===== src/rtl/axi_rd_arbiter.sv =====
// Read-channel arbiter: shares one AXI4 AR/R port between NUM_REQ burst clients, ARID = client index.
// Define AXI_RD_ARB_PRIO_EN for fixed priority (lowest index wins); default build is round-robin.
module axi_rd_arbiter #(
    parameter int unsigned ADDR_WIDTH      = 32,
    parameter int unsigned AXI_WIDTH       = 256,
    parameter int unsigned ID_WIDTH        = 4,
    parameter int unsigned LEN_WIDTH       = 8,
    parameter int unsigned NUM_REQ         = 2,
    parameter int unsigned MAX_OUTSTANDING = 4
) (
    input  logic                                   ACLK,
    input  logic                                   ARESETN,
    input  logic [NUM_REQ-1:0]                     req_valid,
    input  logic [NUM_REQ*ADDR_WIDTH-1:0]          req_addr,
    input  logic [NUM_REQ*LEN_WIDTH-1:0]           req_len,
    output logic [NUM_REQ-1:0]                     req_ready,
    output logic [ID_WIDTH-1:0]                    M_AXI_ARID,
    output logic [ADDR_WIDTH-1:0]                  M_AXI_ARADDR,
    output logic [LEN_WIDTH-1:0]                   M_AXI_ARLEN,
    output logic [2:0]                             M_AXI_ARSIZE,
    output logic [1:0]                             M_AXI_ARBURST,
    output logic                                   M_AXI_ARVALID,
    input  logic                                   M_AXI_ARREADY,
    input  logic [ID_WIDTH-1:0]                    M_AXI_RID,
    input  logic [AXI_WIDTH-1:0]                   M_AXI_RDATA,
    input  logic [1:0]                             M_AXI_RRESP,
    input  logic                                   M_AXI_RLAST,
    input  logic                                   M_AXI_RVALID,
    output logic                                   M_AXI_RREADY,
    output logic [AXI_WIDTH-1:0]                   cl_rdata,
    output logic [NUM_REQ-1:0]                     cl_rvalid,
    output logic [NUM_REQ-1:0]                     cl_rlast,
    input  logic [NUM_REQ-1:0]                     cl_rready,
    output logic [$clog2(MAX_OUTSTANDING+1)-1:0]   outstanding,
    output logic                                   rd_err
);

    localparam int unsigned IDX_W = (NUM_REQ > 1) ? $clog2(NUM_REQ) : 1;
    localparam int unsigned OUT_W = $clog2(MAX_OUTSTANDING + 1);
    localparam logic [OUT_W-1:0]    OUT_MAX    = OUT_W'(MAX_OUTSTANDING);
    localparam logic [ID_WIDTH:0]   NUM_REQ_ID = (ID_WIDTH + 1)'(NUM_REQ);

    typedef enum logic {ST_ARB, ST_ISSUE} state_t;

    state_t                 state;
    logic [NUM_REQ-1:0]     win_oh;
    logic [IDX_W-1:0]       win_idx;
    logic [ADDR_WIDTH-1:0]  win_addr;
    logic [LEN_WIDTH-1:0]   win_len;
    logic                   rid_ok;
    logic                   sel_ready;
    logic                   ar_hs;
    logic                   rlast_hs;
    logic                   r_bad;

    assign M_AXI_ARSIZE  = 3'($clog2(AXI_WIDTH / 8));
    assign M_AXI_ARBURST = 2'b01;

`ifdef AXI_RD_ARB_PRIO_EN
    // Lowest requesting index wins; loop runs high-to-low so the last hit is the lowest.
    always_comb begin
        win_oh = '0;
        for (int i = NUM_REQ - 1; i >= 0; i--) begin
            if (req_valid[i]) begin
                win_oh    = '0;
                win_oh[i] = 1'b1;
            end
        end
    end
`else
    logic [IDX_W-1:0] rr_q;
    logic [IDX_W-1:0] cand;

    // Search from rr+1 onward; descending distance so the nearest requester after rr wins.
    always_comb begin
        win_oh = '0;
        cand   = '0;
        for (int k = NUM_REQ; k >= 1; k--) begin
            cand = IDX_W'((int'(rr_q) + k) % NUM_REQ);
            if (req_valid[cand]) begin
                win_oh       = '0;
                win_oh[cand] = 1'b1;
            end
        end
    end
`endif

    always_comb begin
        win_idx  = '0;
        win_addr = '0;
        win_len  = '0;
        for (int i = 0; i < NUM_REQ; i++) begin
            if (win_oh[i]) begin
                win_idx  = IDX_W'(i);
                win_addr = req_addr[i*ADDR_WIDTH +: ADDR_WIDTH];
                win_len  = req_len[i*LEN_WIDTH +: LEN_WIDTH];
            end
        end
    end

    // Grant/issue FSM: grant captures the payload, ISSUE holds ARVALID until ARREADY.
    always_ff @(posedge ACLK or negedge ARESETN) begin
        if (!ARESETN) begin
            state         <= ST_ARB;
            req_ready     <= '0;
            M_AXI_ARVALID <= 1'b0;
            M_AXI_ARID    <= '0;
            M_AXI_ARADDR  <= '0;
            M_AXI_ARLEN   <= '0;
`ifndef AXI_RD_ARB_PRIO_EN
            rr_q          <= '0;
`endif
        end else begin
            req_ready <= '0;
            case (state)
                ST_ARB: begin
                    if ((outstanding < OUT_MAX) && (|win_oh)) begin
                        req_ready     <= win_oh;
                        M_AXI_ARVALID <= 1'b1;
                        M_AXI_ARID    <= ID_WIDTH'(win_idx);
                        M_AXI_ARADDR  <= win_addr;
                        M_AXI_ARLEN   <= win_len;
`ifndef AXI_RD_ARB_PRIO_EN
                        rr_q          <= win_idx;
`endif
                        state         <= ST_ISSUE;
                    end
                end
                ST_ISSUE: begin
                    if (M_AXI_ARREADY) begin
                        M_AXI_ARVALID <= 1'b0;
                        state         <= ST_ARB;
                    end
                end
                default: state <= ST_ARB;
            endcase
        end
    end

    // Zero-latency R routing; beats with an unknown RID are drained so the bus never stalls.
    always_comb begin
        rid_ok    = {1'b0, M_AXI_RID} < NUM_REQ_ID;
        cl_rvalid = '0;
        cl_rlast  = '0;
        sel_ready = 1'b0;
        for (int i = 0; i < NUM_REQ; i++) begin
            if (M_AXI_RID == ID_WIDTH'(i)) begin
                cl_rvalid[i] = M_AXI_RVALID;
                cl_rlast[i]  = M_AXI_RVALID & M_AXI_RLAST;
                sel_ready    = cl_rready[i];
            end
        end
        M_AXI_RREADY = rid_ok ? sel_ready : 1'b1;
    end

    assign cl_rdata = M_AXI_RDATA;

    assign ar_hs    = M_AXI_ARVALID & M_AXI_ARREADY;
    assign rlast_hs = M_AXI_RVALID & M_AXI_RREADY & M_AXI_RLAST;
    assign r_bad    = M_AXI_RVALID & ((M_AXI_RRESP != 2'b00) | ~rid_ok);

    // In-flight burst count, saturating at zero; stray RLAST or bad response flags rd_err.
    always_ff @(posedge ACLK or negedge ARESETN) begin
        if (!ARESETN) begin
            outstanding <= '0;
            rd_err      <= 1'b0;
        end else begin
            if (ar_hs && !rlast_hs) begin
                outstanding <= outstanding + OUT_W'(1);
            end else if (!ar_hs && rlast_hs && (outstanding != '0)) begin
                outstanding <= outstanding - OUT_W'(1);
            end
            if (r_bad || (rlast_hs && (outstanding == '0))) begin
                rd_err <= 1'b1;
            end
        end
    end

endmodule


===== config.mk =====
export PLATFORM = sky130hd
export DESIGN_NAME = axi_rd_arbiter
export DESIGN_NICKNAME = d
export VERILOG_FILES = /design/src/rtl/axi_rd_arbiter.sv
export SDC_FILE = /design/constraint.sdc
export NUM_CORES = 1
export LEC_CHECK = 0
export CAP_MARGIN = 40
export CORE_AREA = 3 3 262 264
export CTS_CLUSTER_DIAMETER = 100
export DETAILED_ROUTE_END_ITERATION = 10
export DIE_AREA = 0 0 265 267
export PLACE_DENSITY = 0.3
export SLEW_MARGIN = 10
export SYNTH_ARGS = -nofsm -noshare
export SYNTH_HDL_FRONTEND = slang
export SYNTH_SLANG_ARGS = --single-unit

===== constraint.sdc =====
create_clock -name ACLK -period 2.6 [get_ports ACLK]
set_input_delay 0.52 -clock ACLK [delete_from_list [all_inputs] [get_ports ACLK]]
set_output_delay 0.52 -clock ACLK [all_outputs]
set_load 0.03 [all_outputs]

==> results of run 1 <==
[power by group through the flow]
stage | Sequential [mW] | Combinational (mW) | Clock [mW]
floorplan | 2.03 | 1.67 | 0
global placement | 1.40 | 2.90 | 0
detailed placement | 1.39 | 2.91 | 0
CTS | 1.39 | 2.92 | 0.844
global route | 1.44 | 3.05 | 0.865
finish | 1.38 | 2.83 | 0.761
[what timing repair did]
| item | in CTS | in global routing |
|---|---|---|
| resized for setup | 0 | 2 |
| endpoints found under the hold margin | 0 | 0 |
| setup endpoints to repair | 0 | 2 |
[state kept, by name, indices dropped and copies added (netlist names)]
| signal | flops |
|---|---|
| req_ready | 2 |
| M_AXI_ARLEN | 8 |
| M_AXI_ARID | 1 |
| M_AXI_ARVALID | 1 |
| rd_err | 1 |
| outstanding | 3 |
| M_AXI_ARADDR | 32 |
| state | 1 |
[how the worst max path moves through the flow]
| stage | from | endpoint | slack, ps | cells past startpoint |
|---|---|---|---|---|
| detailed placement | M_AXI_RID[0] | outstanding[2] | -190 | 8 |
| global placement | M_AXI_RID[0] | outstanding[2] | -190 | 8 |
| floorplan | M_AXI_RID[0] | outstanding[2] | 430 | 7 |
| CTS | M_AXI_RID[0] | M_AXI_RREADY | 50 | 4 |
| finish | M_AXI_RID[0] | outstanding[2] | 150 | 8 |
| global route | M_AXI_RID[0] | outstanding[2] | 10 | 8 |
[metal layers]
layer	part of all wire	GRT usage	vias to the layer above	wire length, um
li1	-	-	1020	-
met1	0.30	0.0406	1082	5320
met2	0.39	0.0615	336	7030
met3	0.20	0.0442	130	3670
met4	0.099	0.0499	4	1770
met5	0.0073	0.0135	-	130
[worst register-to-register path, cell delays in order (launching register included)]
cell,delay (ps)
dfrtp_1,450
nand2_1,90
or2_2,280
fa_1,390
a211o_1,270
mux2i_1,160
xor2_1,150
[stage by stage]
step / worst slack [ps] / power [mW] / setup TNS (ps)
after global routing: 13.0 / 5.36 / 0
after global placement: -188 / 4.31 / -188
after CTS: 51.8 / 5.15 / 0
final: 152 / 4.97 / 0
after floorplan: 427 / 3.70 / 0
after detailed placement: -187 / 4.30 / -187
[layout make-up]
| type | instances | share of cell area |
|---|---|---|
| Timing Repair Buffer | 158 | 0.314 |
| Multi-Input combinational cell | 140 | 0.197 |
| Sequential cell | 49 | 0.242 |
| Clock inverter | 2 | 0.00346 |
| Clock buffer | 6 | 0.0274 |
| Antenna cell | 1 | 0.000494 |
| Inverter | 1 | 0.000741 |
| Tap cell | 873 | 0.216 |
[kinds of logic after synthesis]
family | after synthesis
flip-flops | 49
other | 2
multiplexers | 19
AND/OR/NAND/NOR | 36
XOR/XNOR | 2
AO/OA/AOI/OAI | 74
buffers and inverters | 278
adder cells (fa/ha/maj) | 1
[cell usage in the layout, fill, tap and decap left out, types with 4 or more instances in the layout]
| master | count |
|---|---|
| a21o_1 | 28 |
| clkdlybuf4s50_1 | 140 |
| nand2_1 | 24 |
| dfrtp_1 | 49 |
| clkbuf_16 | 5 |
| o21ai_0 | 16 |
| a22o_1 | 25 |
| conb_1 | 8 |
| mux2i_1 | 17 |
| buf_12 | 4 |
| buf_4 | 12 |
==> out/results.txt, run 1 <==
Pin count of the biggest net entering global routing -> 33
Final hold vios -> 0
Status -> complete, no violations
Final min period -> 2450 ps
Post CTS Setup Buffer Count -> 0
Slowest stage cell, crit path -> clkdlybuf4s50_1
Crit Reg-Reg Startpoint -> M_AXI_ARVALID
Die area -> 70,800 sq um
Mean post-synth cell area -> 9.24 sq um
Path category of the worst min-delay check -> in2async
Lkg Pwr -> 1.95 nW
Clock latency on the worst-skew pair -> 310 ps
Finish-stage setup viols -> 0
CP Max Fanout -> 2
Simple-Gate Fraction of Synth Area -> 0.0405
Area share of the largest cell type after synthesis -> 0.470
Buf/Inv on CP -> 1
Layout cells sized above 1 -> 0.0983
CP max stage delay -> 510 ps
Num CTS Buffers -> 5
CTS sink cnt -> 49
Post-route insts no fill -> 1,230
EDFF count, synth -> 0
CTS tree -> built
Flop and latch count out of synthesis -> 49
Fin Clk Skew -> 9.45 ps
Tightest Pin Transition -> 537 ps
Area of the mapped netlist -> 4260 sq um
Initial drt markers -> 63
Slew Limit Fails -> 0
GRT Util Overall -> 0.0476
Layout net count -> 707
Synth area leaders -> buf_4 47%, dfrtp_1 29%, a22o_1 5.1%
Avg WL per Cell -> 14.6 um
Area Overhead vs Synth -> 18.9%
Core area -> 66,800 sq um
Largest family of logic cells by synthesized area -> buffers and inverters
Primary FF master, synth -> dfrtp_1
Clk slew on worst S/H paths -> 80 ps
Vias in the first global route -> 2,987
CP top delay family -> buffers and inverters
Post-synthesis xor/xnor area fraction -> 0.00411
Commonest cells post-synth -> 267 x buf_4, 49 x dfrtp_1, 28 x a21o_1, 25 x a22o_1, 24 x nand2_1
Chip width -> 265 um
Routed wire length -> 17.9 mm
Synth cell types -> 29
Top-count cell post-synth -> buf_4
GRT overflow -> 0
Design area -> 5070 sq um
Adder-Cell Fraction of Synth Area -> 0.00470
YS warnings -> 0
Setup CP Type -> in2reg
Reg2reg setup slack -> 720 ps
Sequential share of power -> 0.277
Post-synthesis async set-or-reset flop share -> 1.00
# IOs -> 668
Level count of the clock H-tree -> 2
Area occupied by multi-input gates -> 996 sq um
Comb power frac -> 0.569
Synth area leader -> buf_4
Vias per std cell -> 2.09
Dpl cell area -> 4900 sq um
Starting Density -> 0.0638
Switch share -> 0.435
Worst R2R End -> outstanding[2]
Post-Syn Instances -> 461
Routability Congestion -> 0.618
Die height -> 267 um
Core Rows -> 95
Switching power -> 2.16 mW
RSZ-0062 raised after global routing -> no
Slew HR -> 0.642
Fin util -> 0.0758
Register area -> 1230 sq um
Fmax -> 0.408 GHz
Compound-cell area share of the yosys netlist -> 0.130
Critical Path Start Type -> primary input
First-pass GRT wire length -> 23.3 mm
DRC violations left -> 0
CP Capture Type -> flop
Hold_buf cts -> 0
Post-synthesis mux area share -> 0.0449
Worst vdd ir -> 400 uV
Fill count -> 7,823
Clock root buffer -> clkbuf_16
Fin crit share -> 0.942
Worst Hold Margin -> 179 ps
Initial antenna violation count -> 1
Post-Place Cells -> 1,221
Pwr Density -> 981 nW/um^2
Total internal power -> 2.81 mW
Clk buf depth -> 2
CP required -> 2840 ps
Worst Path Arrival -> 2690 ps
Via Count -> 2,572
Max_cap viols -> 0
CP cell instances -> clkdlybuf4s50_1 -> mux2i_2 -> a21oi_2 -> or2_2 -> fa_1 -> a211o_1 -> mux2i_1 -> xor2_1
FF-to-FF path depth -> 6
Clk pwr share -> 0.153
Placed wire-length estimate -> 13.9 mm
Pre-antenna DRT Iters -> 4
Antenna viol nets, final -> 0
Seq/Total Area, Yosys -> 0.288
I/O Buffers -> 147
No activity file was read; power rests on OpenSTA's default activity.
==> run 2, diff against run 1 <==
Settings changed: CTS_CLUSTER_SIZE from default to 8.
==> results of run 2 <==
Same layout as run 1: the final DEF is identical, and so are final timing and power.
